File: config.mk
export PLATFORM = sky130hd
export DESIGN_NAME = coin_collector
export DESIGN_NICKNAME = d
export VERILOG_FILES = /design/src/rtl/coin_collector_pkg.sv /design/src/rtl/coin_collector_timeout.sv /design/src/rtl/coin_collector.sv
export SDC_FILE = /design/constraint.sdc
export NUM_CORES = 1
export LEC_CHECK = 0
export CORE_MARGIN = 2
export CORE_UTILIZATION = 30
export DETAILED_ROUTE_END_ITERATION = 6
export GPL_TIMING_DRIVEN = 0
export PLACE_DENSITY = 0.57
export SETUP_SLACK_MARGIN = 0.05
export SYNTH_ARGS = -nofsm -noshare
export SYNTH_HDL_FRONTEND = slang
export SYNTH_HIERARCHICAL = 1
export SYNTH_SLANG_ARGS = --single-unit
export TNS_END_PERCENT = 30
File: constraint.sdc
create_clock -name clk -period 2.53 [get_ports clk]
set_clock_uncertainty 0.1 [all_clocks]
set_input_delay 0.3795 -clock clk [delete_from_list [all_inputs] [get_ports clk]]
set_output_delay 0.3795 -clock clk [all_outputs]
set_load 0.02 [all_outputs]
File: src/rtl/coin_collector_pkg.sv
// Shared definitions for the coin collector: state codes, coin encodings,
// product code range and credit width.
package coin_collector_pkg;

  localparam int CREDIT_W = 4;
  localparam logic [CREDIT_W-1:0] CREDIT_MAX = '1;

  typedef logic [1:0] state_t;
  localparam state_t ST_IDLE    = 2'd0;
  localparam state_t ST_COLLECT = 2'd1;
  localparam state_t ST_COMPARE = 2'd2;
  localparam state_t ST_HOLD    = 2'd3;

  localparam logic [1:0] COIN_NONE = 2'b00;
  localparam logic [1:0] COIN_1    = 2'b01;
  localparam logic [1:0] COIN_2    = 2'b10;
  localparam logic [1:0] COIN_4    = 2'b11;

  localparam logic [2:0] PROD_MIN = 3'd1;
  localparam logic [2:0] PROD_MAX = 3'd6;

  function automatic logic [2:0] coinUnits(input logic [1:0] code);
    logic [2:0] units;
    case (code)
      COIN_1:  units = 3'd1;
      COIN_2:  units = 3'd2;
      COIN_4:  units = 3'd4;
      default: units = 3'd0;
    endcase
    return units;
  endfunction

  function automatic logic isLegalProduct(input logic [2:0] code);
    return (code >= PROD_MIN) && (code <= PROD_MAX);
  endfunction

endpackage

File: src/rtl/coin_collector_timeout.sv
// Idle-cycle timer for the COLLECT phase: counts run cycles since the last
// clear and pulses expired on the LIMIT-th consecutive run cycle.
module timeout_counter #(
  parameter int LIMIT = 200
) (
  input  logic clk,
  input  logic reset,
  input  logic clear,
  input  logic run,
  output logic expired
);

  localparam logic [7:0] LAST = 8'(LIMIT - 1);

  logic [7:0] count;

  // expired is combinational so the owner can leave COLLECT on this very edge
  assign expired = run && (count == LAST);

  always_ff @(posedge clk) begin
    if (reset || clear) begin
      count <= 8'd0;
    end else if (run && !expired) begin
      count <= count + 8'd1;
    end
  end

endmodule

File: src/rtl/coin_collector.sv
// Vending coin collector: latches a product, accumulates coin credit and
// hands both to the comparator with a single compare_en pulse.
//
//   state      | meaning
//   IDLE       | waiting for a legal product selection
//   COLLECT    | accepting coins until confirm, cancel or timeout
//   COMPARE    | compare_en high, credit and product presented
//   HOLD       | outputs held one more cycle, then cleared
module coin_collector
  import coin_collector_pkg::*;
#(
  parameter int TIMEOUT_CYCLES = 200
) (
  input  logic                clk,
  input  logic                reset,
  input  logic                sel_valid,
  input  logic [2:0]          sel_code,
  input  logic                coin_valid,
  input  logic [1:0]          coin_value,
  input  logic                confirm,
  input  logic                cancel,
  output logic [CREDIT_W-1:0] valor_moedas,
  output logic [2:0]          valor_produto,
  output logic                compare_en,
  output logic                overflow,
  output logic                busy
);

  state_t state;
  state_t stateNext;

  logic              coinAccept;
  logic              inCollect;
  logic              timeoutExpired;
  logic [CREDIT_W:0] creditSum;

  assign inCollect  = (state == ST_COLLECT);
  assign coinAccept = coin_valid && (coin_value != COIN_NONE);
  assign creditSum  = {1'b0, valor_moedas} + {2'b00, coinUnits(coin_value)};

  timeout_counter #(
    .LIMIT(TIMEOUT_CYCLES)
  ) timeoutTimer (
    .clk    (clk),
    .reset  (reset),
    .clear  (!inCollect || coinAccept),
    .run    (inCollect && !coinAccept && !confirm && !cancel),
    .expired(timeoutExpired)
  );

  always_comb begin
    stateNext = state;
    case (state)
      ST_IDLE:    if (sel_valid && isLegalProduct(sel_code)) stateNext = ST_COLLECT;
      ST_COLLECT: if (cancel || confirm || timeoutExpired) stateNext = ST_COMPARE;
      ST_COMPARE: stateNext = ST_HOLD;
      ST_HOLD:    stateNext = ST_IDLE;
      default:    stateNext = ST_IDLE;
    endcase
  end

  always_ff @(posedge clk) begin
    if (reset) begin
      state         <= ST_IDLE;
      valor_moedas  <= '0;
      valor_produto <= 3'd0;
      compare_en    <= 1'b0;
      overflow      <= 1'b0;
      busy          <= 1'b0;
    end else begin
      state      <= stateNext;
      busy       <= (stateNext != ST_IDLE);
      // COMPARE is only ever entered from COLLECT, so this is a one-cycle pulse
      compare_en <= (stateNext == ST_COMPARE);
      case (state)
        ST_IDLE: begin
          if (sel_valid && isLegalProduct(sel_code)) begin
            valor_produto <= sel_code;
            valor_moedas  <= '0;
            overflow      <= 1'b0;
          end
        end
        ST_COLLECT: begin
          if (coinAccept) begin
            if (creditSum > {1'b0, CREDIT_MAX}) begin
              valor_moedas <= CREDIT_MAX;
              overflow     <= 1'b1;
            end else begin
              valor_moedas <= creditSum[CREDIT_W-1:0];
            end
          end
          // a zero product makes the comparator take its refund branch
          if (cancel) valor_produto <= 3'd0;
        end
        ST_HOLD: begin
          valor_moedas  <= '0;
          valor_produto <= 3'd0;
          overflow      <= 1'b0;
        end
        default: ;
      endcase
    end
  end

endmodule

==> results.ini, run 1 <==
[timing]
final_max_slew_viol_count = 0
rsz0062_at_grt = yes
setup_ws_ns = 0.1404
maxSlewHeadroom_pct = 71.59
tightestPinTransition_ns = 0.4229
setup_viol = 0
timing.final.hold_violations = 0
min_period_ns = 2.390
finalCritPeriodShare_pct = 94.45
max_freq_mhz = 418.5

[critical_path]
rr_startpoint = state[0]
worst_r2r_path_depth = 6
start_kind = input pin
startpoint = coin_value[0]
cpMaxStageDelayCell = clkdlybuf4s50_1
cp_num_cells = 8
cp_common_cell = nor2b_1
slowest_delay_ns = 0.52
crit_path_cell_trace = clkdlybuf4s50_1 > nor2b_1 > ha_1 > inv_1 > fa_1 > nor2b_1 > a41o_1 > a2111oi_2
criticalPathCategory = input pin to register
cp.arrival_ns = 2.45
crit_fanout = 5
endpoint = valor_moedas[3]
required_ns = 2.59
crit_buf_inv = 2
crit_family = adder cells
r2r-end = timeoutTimer/count[6]
r2r_setup_slack_ns = 0.53
crit_path_end_kind = register

[placed_design]
post-dp-hpwl_mm = 1.858
place_ws_ns = -0.2690
gp_congestion = 0.8033
port_buffers = 20
dp_cells = 190

[global_route]
grt-ovfl-total = 0
grt.total_usage_pct = 12.17
antenna_found_initial = 0
grt_pass1_vias = 920
grt_max_degree = 12
grt_pass1_wl_mm = 4.022

[run]
max-cap-violations = 0

[clock_tree]
cts_tree = built
clk_pin_slew_worst_paths_ns = 0.08
cts_sinks = 20
cts_root_buf = clkbuf_8
cts_buffers = 3
cts_buffer_depth = 2
clk_latency_ns = 0.26
ctsHtreeMaxLevel = 1
post-cts-setup-buffers = 0

[floorplanning]
ios = 21
die_w_um = 64.93
coreArea_um2 = 3606
start_util_pct = 30.88
die_y_um = 64.93
rows = 22
dieArea_um2 = 4215

[synthesis]
ys_async_sr_fraction_pct = 0
yosysTopAreaCellShare_pct = 35.96
synthTopCellsByCount = dfxtp_1 (20), nor3_1 (9), a21oi_1 (7), inv_1 (7), nor2_1 (7)
synthFlopType = dfxtp_1
syn_nets = 138
synth.avg_cell_area_um2 = 9.128
synth.yosys.seq_area_share_pct = 35.96
ys_ff_latch = 20
syn_area_um2 = 1114
synth_edf_count = 0
synth_top_cell_by_area = dfxtp_1
ys_warn_count = 6
syn_inst = 122
ys_top_cells_by_area = dfxtp_1 (36%), ha_1 (4.5%), nor3_1 (4.0%)
synthDistinctLibCells = 41
post-synth-top-count-cell = dfxtp_1

[cells_and_area]
antenna_cells = 0
syn2layout_area_growth_pct = 29.33
nNetsFinal = 163
layout-drive-gt1-share_pct = 11.64
fin_cells = 194

[hold_path]
min_path_type = register to register

[detailed_routing]
drc = 0
vias = 1001
vias_per_cell = 5.160
ant_nets = 0
route.detailed.wl_per_inst_um = 12.21
firstDrtPassIters = 4
drt_iter0_drc = 37
routed_wl_mm = 2.368

[power]
leakage_nw = 0.4885
irDropWorstVdd_uv = 256.4
pwr_density_cell_nw_per_um2 = 487.9

[run_status]
status = finished clean

[sequential cells by signal (all words and copies together), names as in the netlist]
name                count
timeoutTimer/count      8
valor_moedas            4
valor_produto           3
state                   2
busy                    1
compare_en              1
overflow                1
[routing by layer]
layer  vias up  global-route usage (%)  wire [um]
li1        496                       -          -
met1       481                   14.94       1060
met2        22                   20.36       1161
met3         2                   3.646        127
met4         0                   3.723         19
met5         -                       0          0
[logic make-up (layout without fill, tap and decap cells)]
group / count (synthesis) / in the layout / share of synthesized area [%]
and+or+nand+nor: 52 / 52 / 28.20
AOI/OAI and AO/OA: 33 / 33 / 23.37
DFF: 20 / 20 / 35.95
buffers and inverters: 8 / 32 / 2.809
adders and majority gates: 5 / 5 / 6.292
xor gates and xnor gates: 2 / 2 / 1.573
muxes: 2 / 2 / 1.798
[where the power goes]
part / internal (mW) / leakage (nW) / switching (mW)
Combinational: 0.0592 / 0.298 / 0.0606
Clock: 0.138 / 0.0288 / 0.108
Sequential: 0.324 / 0.162 / 0.0123
[cell usage in the layout, fill, tap and decap left out, types with 2 or more instances in the layout]
| cell type | count |
|---|---|
| nand2b_1 | 3 |
| a31oi_1 | 2 |
| nor2b_1 | 5 |
| ha_1 | 4 |
| nor3_1 | 8 |
| clkdlybuf4s50_1 | 20 |
| dfxtp_1 | 20 |
| mux2i_1 | 2 |
| a22o_1 | 5 |
| nand2_1 | 6 |
| nand4_1 | 4 |
| or3_1 | 5 |
| inv_1 | 7 |
| a21oi_1 | 7 |
| o21a_1 | 2 |
| nand3_1 | 3 |
| o21ai_0 | 6 |
| clkbuf_8 | 4 |
| nor2_1 | 7 |
| a21oi_2 | 2 |
[layout make-up]
| class | count | area (um^2) |
|---|---|---|
| Buffer | 1 | 5.005 |
| Clock buffer | 4 | 55.05 |
| Fill cell | 382 | 2166 |
| Inverter | 7 | 26.28 |
| Multi-Input combinational cell | 94 | 693.2 |
| Sequential cell | 20 | 400.4 |
| Tap cell | 48 | 60.06 |
| Timing Repair Buffer | 20 | 200.2 |
[per-stage QoR]
step	power [mW]	instance area (um^2)	TNS [ns]	util (%)	hold slack, ns
floorplan	0.4156	1114	0	-	0.3516
global placement	0.4597	1374	-0.9661	38.10	0.3652
detailed placement	0.4630	1374	-1.408	38.10	0.3814
CTS	0.7099	1434	0	39.76	0.3961
global route	0.7387	1440	0	39.94	0.4144
finish	0.7026	1440	0	39.94	0.3891
[worst min path at each step]
stage | from | end | slack (ns) | depth (start not counted)
floorplan | timeoutTimer/count[7] | timeoutTimer/count[7] | 0.35 | 2
global placement | valor_produto[2] | valor_produto[2] | 0.37 | 1
detailed placement | valor_produto[0] | valor_produto[0] | 0.38 | 1
CTS | valor_moedas[2] | valor_moedas[2] | 0.40 | 1
global route | valor_produto[2] | valor_produto[2] | 0.41 | 1
finish | valor_moedas[2] | valor_moedas[2] | 0.39 | 1
[what timing repair did]
item	CTS	global route
gates cloned	0	0
hold buffers	0	0
gates resized for setup	1	1
endpoints found under the setup margin	2	3
hold endpoints to repair	0	0
Note: power is estimated with default switching activity, not from simulation.
==> run 2: changes to the inputs <==
- DONT_BUFFER_PORTS: default -> 1
- PLACE_DENSITY: 0.57 -> 0.5
==> run 2 against run 1 <==
  * Fmax rose by 11%
  * Largest cell class unchanged
  * Highest routed layer is now met3
  * Design area down 14%
  * Non-clock buffer count is 20 lower
  * Count of clock-buffer cells in the layout unchanged
  * Global-route usage increased by 0.21 points
  * Sequential power increased by 3%
  * Final cell count shrank 10%
  * Hold slack got worse by 0.23 ns
  * Critical path type is now register to register
  * Sequential share of layout area rose by 4.7 points
  * Worst setup slack improved by 0.24 ns
  * Wire length fell by 1.1%
==> results.ini, run 2 (synthesis results as in run 1) <==
[floorplanning]
ios = 21  ; unchanged
start_util_pct = 30.88  ; unchanged
die_w_um = 64.93  ; unchanged
coreArea_um2 = 3606  ; unchanged
rows = 22  ; unchanged
dieArea_um2 = 4215  ; unchanged
die_y_um = 64.93  ; unchanged

[cells_and_area]
nNetsFinal = 143  ; -12%
largest_register_ffs = 8  ; unchanged
top_regs = timeoutTimer/count (8), valor_moedas (4), valor_produto (3)
layout_commonest_cell = dfxtp_1
fill_cells = 391  ; +2.4%
regMostFlops = timeoutTimer/count
syn2layout_area_growth_pct = 10.79
layout-drive-gt1-share_pct = 13.49  ; +1.8 points
final_cell_mix = dfxtp_1 (20), nor3_1 (8), inv_1 (7), a21oi_1 (7), nor2_1 (7)
antenna_cells = 0  ; unchanged

[run]
max-cap-violations = 0  ; unchanged

[timing]
finalCritPeriodShare_pct = 84.96  ; -9.5 points
tns_ns = 0  ; unchanged
setup_viol = 0  ; unchanged
min_period_ns = 2.149  ; -0.2402 ns
max_freq_mhz = 465.2  ; +11%
rsz0062_at_grt = no
maxSlewHeadroom_pct = 70.49  ; -1.1 points
tightestPinTransition_ns = 0.4393  ; +0.01640 ns
final_max_slew_viol_count = 0  ; unchanged
timing.final.hold_violations = 0  ; unchanged
setup_ws_ns = 0.3806  ; +0.2402 ns

[detailed_routing]
drt_iter0_drc = 106  ; +190%
route.detailed.wl_per_inst_um = 13.45  ; +10%
ant_nets = 0  ; unchanged
vias = 932  ; -6.9%
drc = 0  ; unchanged
firstDrtPassIters = 4  ; unchanged
routed_wl_mm = 2.341  ; -1.1%
vias_per_cell = 5.356  ; +3.8%

[clock_tree]
cts_buffers = 3  ; unchanged
cts_buffer_depth = 2  ; unchanged
ctsHtreeMaxLevel = 1  ; unchanged
cts_sinks = 20  ; unchanged
cts_tree = built
cts_hold_buf = 0  ; unchanged
cts_root_buf = clkbuf_8
clk_latency_ns = 0.25  ; about the same
clk_pin_slew_worst_paths_ns = 0.07  ; about the same

[global_route]
grt_pass1_vias = 863  ; -6.2%
grt.total_usage_pct = 12.38  ; +0.21 points
grt_pass1_wl_mm = 4.105  ; +2.1%
antenna_found_initial = 0  ; unchanged
grt-ovfl-total = 0  ; unchanged
grt_max_degree = 12  ; unchanged

[placed_design]
post-dp-hpwl_mm = 1.852  ; -0.32%
place_ws_ns = 0.2235  ; +0.4925 ns
gp_congestion = 0.7710  ; -4.0%
port_buffers = 0  ; -100%

[hold_path]
worstHoldPathCells = 1  ; unchanged
min_path_type = input pin to register

[critical_path]
cp.arrival_ns = 2.20  ; -0.25 ns
worst_r2r_path_depth = 6  ; unchanged
required_ns = 2.58  ; about the same
crit_fanout = 3  ; -2
start_kind = register
crit_path_end_kind = register
criticalPathCategory = register to register

[run_status]
status = finished clean

[power]
pwr_density_cell_nw_per_um2 = 539.3  ; +11%
irDropWorstVdd_uv = 266.8  ; +4.1%
leakage_nw = 0.4121  ; -16%

-- run 2: repair_timing --
item | 4_1_cts | 5_1_grt
setup endpoints to repair | 0 | 4
buffers inserted | 0 | 0
resized for setup | 0 | 1
-- run 2: final timing paths --
| kind | startpoint | end | slack, ns |
|---|---|---|---|
| max | valor_moedas[0] | valor_moedas[3] | 0.38 |
| min | sel_code[2] | valor_produto[2] | 0.16 |
| max reg2reg | valor_moedas[0] | valor_moedas[3] | 0.38 |
| min reg2reg | timeoutTimer/count[7] | timeoutTimer/count[7] | 0.40 |
-- run 2: layer usage --
metal	global-route usage, %	vias up	share of wire, %
met1	14.82	454	45
met5	0	-	0
met4	2.394	0	0
met2	20.75	17	49
li1	-	461	-
met3	5.208	0	5.3
-- run 2: worst max-delay path, cell delays in order (launching register included) --
cell       delay (ns)
dfxtp_1          0.48
ha_1             0.23
inv_1            0.06
fa_1             0.42
nor2b_1          0.17
a41o_1           0.24
a2111oi_2        0.34
-- run 2: final cells by class --
type	instances	area, um^2	share of cell area, %
clock buffer	4	55.05	4.462
buffer	1	5.005	0.4057
inverter	7	26.28	2.130
multi-input combinational	94	686.9	55.68
sequential	20	400.4	32.45
tap	48	60.06	4.868
-- run 2: report_power, final --
group | switching (mW) | internal (mW)
combinational | 0.0428 | 0.0350
sequential | 0.0213 | 0.325
clock | 0.103 | 0.138
total | 0.167 | 0.498
-- run 2: per-stage QoR --
step / std cells / power [mW] / instance area, um^2 / hold WS, ns / utilization [%]
5_1_grt: 174 / 0.7005 / 1234 / 0.1461 / 34.21
4_1_cts: 174 / 0.6748 / 1229 / 0.1519 / 34.07
3_3_place_gp: 170 / 0.4287 / 1174 / 0.3721 / 32.55
6_report: 174 / 0.6653 / 1234 / 0.1569 / 34.21
3_5_place_dp: 170 / 0.4311 / 1174 / 0.3874 / 32.55
2_1_floorplan: 122 / 0.4156 / 1114 / 0.3516 / -
